File: config.mk
export PLATFORM = sky130hd
export DESIGN_NAME = dmem_arbiter
export DESIGN_NICKNAME = d
export VERILOG_FILES = /design/src/rtl/dmem_arb_pkg.sv /design/src/rtl/dmem_arb_burst_ctr.sv /design/src/rtl/dmem_arbiter.sv
export SDC_FILE = /design/constraint.sdc
export NUM_CORES = 1
export LEC_CHECK = 0
export CAP_MARGIN = 20
export CELL_PAD_IN_SITES_DETAIL_PLACEMENT = 1
export CELL_PAD_IN_SITES_GLOBAL_PLACEMENT = 1
export CORE_AREA = 10 10 220 222
export CTS_CLUSTER_SIZE = 8
export DETAILED_ROUTE_END_ITERATION = 7
export DIE_AREA = 0 0 230 232
export HOLD_SLACK_MARGIN = 0.03
export PLACE_DENSITY = 0.77
export SLEW_MARGIN = 20
export SYNTH_ARGS = -nofsm -noshare
export SYNTH_HDL_FRONTEND = slang
export SYNTH_SLANG_ARGS = --single-unit
File: constraint.sdc
create_clock -name clk -period 7.4 [get_ports clk]
set_clock_uncertainty 0.1 [all_clocks]
set_input_delay 1.48 -clock clk [delete_from_list [all_inputs] [get_ports clk]]
set_output_delay 1.48 -clock clk [all_outputs]
set_load 0.1 [all_outputs]
File: src/rtl/dmem_arb_pkg.sv
// Shared types and constants for the data-memory arbiter.
// Optional feature macro: DMEM_ARB_PERF_EN (performance counters in dmem_arbiter).
package dmem_arb_pkg;

  // Which requester was granted most recently; the other side wins the next tie.
  typedef enum logic {
    OWN_CORE = 1'b0,
    OWN_DBG  = 1'b1
  } owner_e;

  // Arbiter state: idle/arbitrating, or inside a multi-beat loader burst.
  typedef enum logic {
    ARB   = 1'b0,
    BURST = 1'b1
  } state_e;

  // Bytes per beat at the default 64-bit data width.
  localparam int BEAT_BYTES = 8;

endpackage

File: src/rtl/dmem_arb_burst_ctr.sv
// Loader burst beat counter and address generator.
// 'load' executes beat 0 at load_addr and captures the burst; each 'step'
// executes the next beat at base + beat*bytes (wrapping mod 2^ADDR_W).
// 'last' flags the final beat of the burst in the current cycle.
module dmem_arb_burst_ctr #(
  parameter int ADDR_W  = 64,
  parameter int LEN_W   = 3,
  parameter int BEAT_SH = 3
) (
  input  logic              clk,
  input  logic              reset,
  input  logic              load,
  input  logic              step,
  input  logic [ADDR_W-1:0] load_addr,
  input  logic [LEN_W-1:0]  load_len,
  output logic [ADDR_W-1:0] beat_addr,
  output logic              last
);

  logic [ADDR_W-1:0] base_reg;
  logic [LEN_W-1:0]  beat_cnt_reg;
  logic [LEN_W-1:0]  rem_cnt_reg;

  // Capture burst parameters at beat 0, then advance one beat per step.
  always_ff @(posedge clk) begin
    if (reset) begin
      base_reg     <= '0;
      beat_cnt_reg <= '0;
      rem_cnt_reg  <= '0;
    end else if (load) begin
      base_reg     <= load_addr;
      beat_cnt_reg <= LEN_W'(1);
      rem_cnt_reg  <= load_len;
    end else if (step) begin
      beat_cnt_reg <= beat_cnt_reg + LEN_W'(1);
      rem_cnt_reg  <= rem_cnt_reg - LEN_W'(1);
    end
  end

  // Beat 0 goes straight to the requested address; later beats use the stored base.
  always_comb begin
    beat_addr = base_reg + (ADDR_W'(beat_cnt_reg) << BEAT_SH);
    last      = (rem_cnt_reg == LEN_W'(1));
    if (load) begin
      beat_addr = load_addr;
      last      = (load_len == '0);
    end
  end

endmodule

File: src/rtl/dmem_arbiter.sv
// Data-memory arbiter between the core load/store path and the debug/loader port.
// Round-robin between single-beat core accesses and loader bursts; the core is
// stalled while the loader owns memory.
// Optional feature macro: DMEM_ARB_PERF_EN adds saturating counters for core
// grants, loader beats and core stall cycles.
module dmem_arbiter
  import dmem_arb_pkg::*;
#(
  parameter int ADDR_W    = 64,
  parameter int DATA_W    = BEAT_BYTES * 8,
  parameter int MAX_BURST = 8
`ifdef DMEM_ARB_PERF_EN
  ,
  parameter int CNT_W     = 32
`endif
) (
  input  logic                         clk,
  input  logic                         reset,
  input  logic                         core_re,
  input  logic                         core_we,
  input  logic [ADDR_W-1:0]            core_addr,
  input  logic [DATA_W-1:0]            core_wdata,
  output logic [DATA_W-1:0]            core_rdata,
  output logic                         core_stall,
  input  logic                         dbg_req,
  input  logic                         dbg_we,
  input  logic [ADDR_W-1:0]            dbg_addr,
  input  logic [$clog2(MAX_BURST)-1:0] dbg_len,
  input  logic [DATA_W-1:0]            dbg_wdata,
  output logic                         dbg_gnt,
  output logic [DATA_W-1:0]            dbg_rdata,
  output logic                         dbg_rvalid,
  output logic [ADDR_W-1:0]            mem_addr,
  output logic [DATA_W-1:0]            mem_wdata,
  output logic                         mem_we,
  output logic                         mem_re,
  input  logic [DATA_W-1:0]            mem_rdata
`ifdef DMEM_ARB_PERF_EN
  ,
  output logic [CNT_W-1:0]             perf_core_gnt,
  output logic [CNT_W-1:0]             perf_dbg_beats,
  output logic [CNT_W-1:0]             perf_stall
`endif
);

  localparam int LEN_W   = $clog2(MAX_BURST);
  localparam int BEAT_SH = $clog2(DATA_W / 8);

  state_e            state_reg, state_next;
  owner_e            last_gnt_reg, last_gnt_next;
  logic              burst_we_reg;
  logic              burst_we_cur;
  logic              dbg_rvalid_reg;
  logic [DATA_W-1:0] dbg_rdata_reg;

  logic              core_req;
  logic              core_gnt;
  logic              dbg_beat;
  logic              ctr_load;
  logic              ctr_step;
  logic [ADDR_W-1:0] beat_addr;
  logic              beat_last;

  assign core_req = core_re | core_we;

  dmem_arb_burst_ctr #(
    .ADDR_W  (ADDR_W),
    .LEN_W   (LEN_W),
    .BEAT_SH (BEAT_SH)
  ) u_burst_ctr (
    .clk       (clk),
    .reset     (reset),
    .load      (ctr_load),
    .step      (ctr_step),
    .load_addr (dbg_addr),
    .load_len  (dbg_len),
    .beat_addr (beat_addr),
    .last      (beat_last)
  );

  // Arbitration and burst sequencing; nothing is granted while reset is high.
  always_comb begin
    state_next    = state_reg;
    last_gnt_next = last_gnt_reg;
    core_gnt      = 1'b0;
    dbg_beat      = 1'b0;
    ctr_load      = 1'b0;
    ctr_step      = 1'b0;
    burst_we_cur  = burst_we_reg;
    if (!reset) begin
      unique case (state_reg)
        ARB: begin
          if (dbg_req && (!core_req || last_gnt_reg == OWN_CORE)) begin
            // Loader wins: beat 0 runs now with the freshly sampled direction.
            dbg_beat     = 1'b1;
            ctr_load     = 1'b1;
            burst_we_cur = dbg_we;
            if (beat_last) begin
              last_gnt_next = OWN_DBG;
            end else begin
              state_next = BURST;
            end
          end else if (core_req) begin
            core_gnt      = 1'b1;
            last_gnt_next = OWN_CORE;
          end
        end
        BURST: begin
          if (!dbg_req) begin
            // Loader abandoned the burst: no beat, hand memory back.
            state_next    = ARB;
            last_gnt_next = OWN_DBG;
          end else begin
            dbg_beat = 1'b1;
            ctr_step = 1'b1;
            if (beat_last) begin
              state_next    = ARB;
              last_gnt_next = OWN_DBG;
            end
          end
        end
        default: state_next = ARB;
      endcase
    end
  end

  // Memory-side mux; idle cycles park the address on the core path.
  always_comb begin
    mem_addr  = core_addr;
    mem_wdata = core_wdata;
    mem_we    = 1'b0;
    mem_re    = 1'b0;
    if (dbg_beat) begin
      mem_addr  = beat_addr;
      mem_wdata = dbg_wdata;
      mem_we    = burst_we_cur;
      mem_re    = ~burst_we_cur;
    end else if (core_gnt) begin
      mem_we = core_we;
      mem_re = core_re & ~core_we;
    end
  end

  assign core_stall = core_req & ~core_gnt;
  assign core_rdata = mem_rdata;
  assign dbg_gnt    = dbg_beat;
  assign dbg_rdata  = dbg_rdata_reg;
  assign dbg_rvalid = dbg_rvalid_reg;

  // FSM state, fairness owner and burst direction registers.
  always_ff @(posedge clk) begin
    if (reset) begin
      state_reg    <= ARB;
      last_gnt_reg <= OWN_DBG;
      burst_we_reg <= 1'b0;
    end else begin
      state_reg    <= state_next;
      last_gnt_reg <= last_gnt_next;
      if (ctr_load) begin
        burst_we_reg <= dbg_we;
      end
    end
  end

  // Loader read data is registered and presented the cycle after its beat.
  always_ff @(posedge clk) begin
    if (reset) begin
      dbg_rvalid_reg <= 1'b0;
      dbg_rdata_reg  <= '0;
    end else begin
      dbg_rvalid_reg <= dbg_beat & ~burst_we_cur;
      if (dbg_beat && !burst_we_cur) begin
        dbg_rdata_reg <= mem_rdata;
      end
    end
  end

`ifdef DMEM_ARB_PERF_EN
  logic [2:0] perf_inc;
  assign perf_inc = {core_stall, dbg_beat, core_gnt};

  for (genvar gi = 0; gi < 3; gi++) begin : g_perf
    logic [CNT_W-1:0] cnt_reg;
    // Saturating event counter, cleared by reset.
    always_ff @(posedge clk) begin
      if (reset) begin
        cnt_reg <= '0;
      end else if (perf_inc[gi] && cnt_reg != '1) begin
        cnt_reg <= cnt_reg + CNT_W'(1);
      end
    end
  end

  assign perf_core_gnt  = g_perf[0].cnt_reg;
  assign perf_dbg_beats = g_perf[1].cnt_reg;
  assign perf_stall     = g_perf[2].cnt_reg;
`endif

endmodule
==> impl_metrics.env, run 1 <==
export IMPL_status="completed"
export IMPL_report_final_slew_viol_count=0
export IMPL_timing_rr_start="state_reg$_SDFF_PP0_"
export IMPL_syn_area_um2=8610
export IMPL_worst_pin_slew_ps=1120
export IMPL_synth_top_family_by_area="simple AND/OR/NAND/NOR gates"
export IMPL_internal_power_uw=1720
export IMPL_holdBufCountCts=0
export IMPL_clock_path_buffers=2
export IMPL_synth_area_leaders="dfxtp_1 32%, nand2_1 22%, a21oi_1 8.5%"
export IMPL_layout_nets=2125
export IMPL_pwr_share_clk=0.265
export IMPL_syn_to_final_growth_pct=77.2
export IMPL_endpoint="mem_addr[12]"
export IMPL_crit_path_start_kind="primary input"
export IMPL_slew_headroom=0.253
export IMPL_gp_congestion=0.914
export IMPL_hold_violations=0
export IMPL_row_count=77
export IMPL_synthAdderAreaFrac=0.0110
export IMPL_fmax_ghz=0.166
export IMPL_synth_common_cells="514 x nand2_1, 146 x a21oi_1, 138 x dfxtp_1, 69 x o21ai_0, 65 x clkbuf_1"
export IMPL_fin_crit_sh=0.816
export IMPL_ys_ff_latch=138
export IMPL_drive_gt1_frac=0.109
export IMPL_vias=10994
export IMPL_cts_resized=0
export IMPL_ctsRootBufferMaster="clkbuf_16"
export IMPL_grt_setup_unrepaired="false"
export IMPL_drv_cap=0
export IMPL_coreArea_um2=43900
export IMPL_cts_setup_buffers=0
export IMPL_wire_per_inst_um=21.0
export IMPL_worstSetupEndpointType="output pin"
export IMPL_cp_max_fo=71
export IMPL_synth_top_area_frac=0.321
export IMPL_grt_max_degree=72
export IMPL_regArea_um2=2760
export IMPL_peakVddDrop_v=0.000156
export IMPL_cts_buffers=17
export IMPL_die_h_um=232
export IMPL_synth_top_cell_by_area="dfxtp_1"
export IMPL_whs_ps=354
export IMPL_cts_tree="yes"
export IMPL_min_path_type="reg -> reg"
export IMPL_syn_nets=1652
export IMPL_swShare=0.483
export IMPL_synth_seq_area_share=0.321
export IMPL_muxShareOfSynthArea=0.0106
export IMPL_grtUsageTotal=0.181
export IMPL_synth_ff_type="dfxtp_1"
export IMPL_path_class="in -> out"
export IMPL_power_frac_comb=0.484
export IMPL_setup_tns_final_ps=0
export IMPL_final_util=0.347
export IMPL_grt_pass1_wl_um=74400
export IMPL_p_switching_uw=1610
export IMPL_die_area_um2=53400
export IMPL_synth_xor_area_share=0.0448
export IMPL_dr_first_iter_drc_count=496
export IMPL_post_dp_hpwl_um=40400
export IMPL_multi_input_area_um2=4970
export IMPL_p_seq_frac=0.251
export IMPL_drc_errors=0
export IMPL_synth_cell_types=58
export IMPL_synth_compound_area_share=0.188
export IMPL_wl_um=50500
export IMPL_ys_warn_count=0
export IMPL_critPathLaunch="core_we"
export IMPL_syn_avg_cell_area_um2=6.54
export IMPL_synthCells=1316
export IMPL_start_util=0.196
export IMPL_rrSetupSlack_ps=4230
export IMPL_clk_latency_ps=450
export IMPL_synth_simple_gate_area_frac=0.321
export IMPL_power_per_cell_area_nw_per_um2=218
export IMPL_fillers=5369
export IMPL_critPathRequiredTime_ps=5820
export IMPL_finalSetupViolCount=0
export IMPL_async_reset_ff_frac=0
export IMPL_p_leak_uw=0.00577
export IMPL_r2r_end="dbg_rdata[17]$_SDFFE_PP0P_"
export IMPL_die_x_um=230
export IMPL_total_power_uw=3330
export IMPL_io_pins=590
export IMPL_ant_nets=0
export IMPL_firstDrtPassIters=5
export IMPL_htreeDepth=4
export IMPL_period_minus_slack_ps=6040
export IMPL_grt_pass1_vias=11698
export IMPL_synth_most_common_cell="nand2_1"
export IMPL_portBuffers=589
export IMPL_cts_clk_slew_worst_paths_ps=60
export IMPL_synth_edf_count=0
export IMPL_cp_data_arrival_time_ps=4460
export IMPL_grt_overflow=0
export IMPL_cts_sinks=138
export IMPL_routed_via_density=4.58
export IMPL_r2r_cells=9
export IMPL_antenna_found_initial=11
==> logic make-up (layout without fill, tap and decap cells) <==
logic type                 Yosys count  count (layout)
AOI/OAI and AO/OA                  287             287
xor gates and xnor gates            44              44
other                                0               4
adders and majority gates            7               7
buffers and inverters              167             653
DFF                                138             138
muxes                                9               9
and+or+nand+nor                    664             664
==> worst max-delay path, cell delays in order <==
cell and delay, ps:
clkdlybuf4s50_1 530, o21bai_1 130, o21a_1 290, nand2_4 110
buf_4 580, buf_4 710, nand2_1 130, o21ai_0 110
buf_4 320
==> through the flow <==
stage	worst slack (ps)	area, µm²	std cells
after global placement	1420	14700	2362
after floorplan	961	8610	1316
after CTS	1340	15200	2394
after detailed placement	1330	14700	2362
after global routing	1070	15300	2396
final	1360	15300	2398
==> worst min path at each step <==
stage                                                    start                                   end  slack (ps)  cells past startpoint
after floorplan                      burst_we_reg$_SDFFE_PP0P_             burst_we_reg$_SDFFE_PP0P_         340                      2
after global placement               burst_we_reg$_SDFFE_PP0P_             burst_we_reg$_SDFFE_PP0P_         340                      2
after detailed placement            dbg_rdata[58]$_SDFFE_PP0P_            dbg_rdata[58]$_SDFFE_PP0P_         350                      2
after CTS                           dbg_rdata[15]$_SDFFE_PP0P_            dbg_rdata[15]$_SDFFE_PP0P_         360                      2
after global routing      u_burst_ctr.base_reg[0]$_SDFFE_PP0P_  u_burst_ctr.base_reg[0]$_SDFFE_PP0P_         380                      2
final                               dbg_rdata[15]$_SDFFE_PP0P_            dbg_rdata[15]$_SDFFE_PP0P_         350                      2
==> cell usage in the layout (no fill, tap or decap), types with 8 or more instances in the layout <==
| cell | Yosys | routed |
|---|---|---|
| clkbuf_16 | 0 | 17 |
| a21oi_1 | 146 | 146 |
| nor3_1 | 22 | 22 |
| mux2i_1 | 8 | 8 |
| inv_1 | 16 | 16 |
| nand4_1 | 15 | 15 |
| nand3_1 | 24 | 24 |
| xor2_1 | 14 | 14 |
| clkdlybuf4s50_1 | 0 | 457 |
| nor4_1 | 15 | 15 |
| dfxtp_1 | 138 | 138 |
| nor2_1 | 39 | 39 |
| nand2_1 | 514 | 511 |
| buf_12 | 0 | 36 |
| o21ai_0 | 69 | 69 |
| and3_1 | 9 | 8 |
| a22oi_1 | 32 | 32 |
| buf_4 | 64 | 110 |
| xnor2_1 | 30 | 30 |
==> power groups by stage <==
stage	clock network, µW	registers (µW)	logic [µW]
6_report	882	836	1610
5_1_grt	938	843	1680
2_1_floorplan	0	972	959
3_5_place_dp	0	852	1620
4_1_cts	911	836	1620
3_3_place_gp	0	849	1610
==> cell type report <==
cell class,instances,share of cell area
timing repair buffer,603,0.401
inverter,18,0.00451
multi-input combinational,1011,0.326
sequential,138,0.181
antenna,4,0.000656
clock buffer,17,0.0279
clock inverter,15,0.0103
tap,592,0.0486
==> layer usage <==
layer  global-route usage  vias up  share of wire
li1                     -     5286              -
met1                0.196     5220           0.39
met2                0.314      408           0.49
met3               0.0850       64          0.097
met4               0.0477       16          0.020
met5                    0        -         0.0020
Power figures use the tool's default switching activity.
==> run 2, diff against run 1 <==
--- a/config.mk
+++ b/config.mk
@@ -13,7 +13,7 @@
 export DETAILED_ROUTE_END_ITERATION = 7
 export DIE_AREA = 0 0 230 232
 export HOLD_SLACK_MARGIN = 0.03
-export PLACE_DENSITY = 0.77
+export PLACE_DENSITY = 0.8
 export SLEW_MARGIN = 20
 export SYNTH_ARGS = -nofsm -noshare
 export SYNTH_HDL_FRONTEND = slang
==> constraint.sdc (replaced) <==
create_clock -name clk -period 5 [get_ports clk]
set_clock_uncertainty 0.1 [all_clocks]
set_input_delay 1 -clock clk [delete_from_list [all_inputs] [get_ports clk]]
set_output_delay 1 -clock clk [all_outputs]
set_load 0.1 [all_outputs]
==> run 2 against run 1 <==
Compared with the run above: combinational power up 63%; critical path depth unchanged; clock-buffer cell count up 1; highest routed layer unchanged.
==> impl_metrics.env, run 2 (synthesis results as in run 1) <==
export IMPL_status="completed"
export IMPL_min_delay_start="dbg_rdata[48]$_SDFFE_PP0P_"
export IMPL_worst_pin_slew_ps=1130
export IMPL_firstDrtPassIters=5
export IMPL_power_per_cell_area_nw_per_um2=315
export IMPL_htreeDepth=4
export IMPL_drv_cap=0
export IMPL_routed_via_density=4.63
export IMPL_slew_headroom=0.242
export IMPL_grt_pass1_wl_um=76400
export IMPL_rrSetupSlack_ps=2050
export IMPL_finalSetupViolCount=0
export IMPL_clock_path_buffers=2
export IMPL_crit_path_start_kind="primary input"
export IMPL_cts_sinks=138
export IMPL_report_final_slew_viol_count=0
export IMPL_setup_tns_final_ps=0
export IMPL_r2r_end="dbg_rdata[13]$_SDFFE_PP0P_"
export IMPL_cts_setup_buffers=0
export IMPL_die_h_um=232
export IMPL_cts_clk_slew_worst_paths_ps=70
export IMPL_antenna_found_initial=14
export IMPL_critPathRequiredTime_ps=3900
export IMPL_clk_latency_ps=440
export IMPL_hold_path_depth=2
export IMPL_io_pins=590
export IMPL_ant_nets=0
export IMPL_post_dp_hpwl_um=42000
export IMPL_portBuffers=589
export IMPL_cts_resized=0
export IMPL_grt_setup_unrepaired="false"
export IMPL_start_util=0.196
export IMPL_vias=11141
export IMPL_most_common_layout_cells="511 x nand2_1, 399 x clkdlybuf4s50_1, 146 x a21oi_1"
export IMPL_grt_max_degree=81
export IMPL_total_power_uw=5180
export IMPL_fillers=5237
export IMPL_hold_violations=0
export IMPL_fmax_ghz=0.213
export IMPL_dr_first_iter_drc_count=471
export IMPL_grtUsageTotal=0.186
export IMPL_grt_pass1_vias=12078
export IMPL_min_path_type="reg -> reg"
export IMPL_gp_congestion=0.851
export IMPL_drc_errors=0
export IMPL_timing_rr_start="state_reg$_SDFF_PP0_"
export IMPL_grt_overflow=0
export IMPL_worstSetupEndpointType="output pin"
export IMPL_ctsRootBufferMaster="clkbuf_16"
export IMPL_die_area_um2=53400
export IMPL_fin_crit_sh=0.937
export IMPL_layout_nets=2132
export IMPL_drive_gt1_frac=0.147
export IMPL_syn_to_final_growth_pct=91.2
export IMPL_hold_path_end="dbg_rdata[48]$_SDFFE_PP0P_"
export IMPL_coreArea_um2=43900
export IMPL_row_count=77
export IMPL_layout_cells_most_common="nand2_1"
export IMPL_peakVddDrop_v=0.000221
export IMPL_die_x_um=230
export IMPL_r2r_cells=10
export IMPL_cts_buffers=17
export IMPL_cts_tree="yes"
export IMPL_holdBufCountCts=0
export IMPL_path_class="in -> out"
export IMPL_period_minus_slack_ps=4680
export IMPL_cp_data_arrival_time_ps=3580
export IMPL_p_leak_uw=0.00631
export IMPL_wire_per_inst_um=21.5
export IMPL_wl_um=51700
export IMPL_cp_max_fo=21
-- run 2: cell count changes in the layout (fill, tap and decap cells not counted), sizes merged --
cell	change
clkbuf	+1
diode	+2
inv	-1
buf	+65
clkinvlp	-1
clkinv	+1
clkdlybuf4s50	-58
-- run 2: worst max-delay path by stage --
stage                                                   startpoint            to  slack [ps]  cells after the start
final                                                      core_we  mem_addr[60]         320                      9
after global routing      u_burst_ctr.beat_cnt_reg[0]$_SDFFE_PP0P_  mem_addr[57]          30                     11
after CTS                 u_burst_ctr.beat_cnt_reg[0]$_SDFFE_PP0P_  mem_addr[55]           7                     10
after detailed placement                                   core_we  mem_addr[60]         300                      9
after global placement                                     core_we  mem_addr[60]         360                      9
after floorplan                                            core_we  mem_addr[34]        -340                      7
-- run 2: final cells by class --
type	count	area, µm²	share of cell area
inverter	18	68.8	0.00418
multi-input combinational	1011	5000	0.304
clock inverter	14	154	0.00935
tap	592	741	0.0450
antenna	6	15.0	0.000912
clock buffer	18	439	0.0267
sequential	138	2760	0.168
timing repair buffer	610	7280	0.442
-- run 2: per-stage QoR --
step	instance area, µm²	cells	hold WS (ps)	setup slack (ps)	utilization
floorplan	8630	1316	336	-341	-
global placement	15800	2369	341	355	0.361
detailed placement	15800	2369	350	299	0.361
CTS	16400	2401	359	7.36	0.374
global route	16500	2407	381	34.5	0.375
finish	16500	2407	356	316	0.375
-- run 2: worst max-delay path, cell delays in order --
cell and delay (ps):
clkdlybuf4s50_1 480, o21bai_1 260, o21a_1 330, nand2_4 100
clkinv_2 200, nand2_1 270, buf_4 290, o21ai_0 400
buf_12 230
-- run 2: routing by layer --
metal	vias to the layer above	part of all wire	GRT usage
li1	5291	-	-
met3	56	0.081	0.0662
met2	420	0.51	0.331
met1	5362	0.39	0.201
met5	-	0.0015	0
met4	12	0.020	0.0637
-- run 2: power breakdown --
part           switching [µW]  internal, µW
Combinational            1760           870
Clock                     593           720
Sequential               68.8          1170
Total                    2420          2760
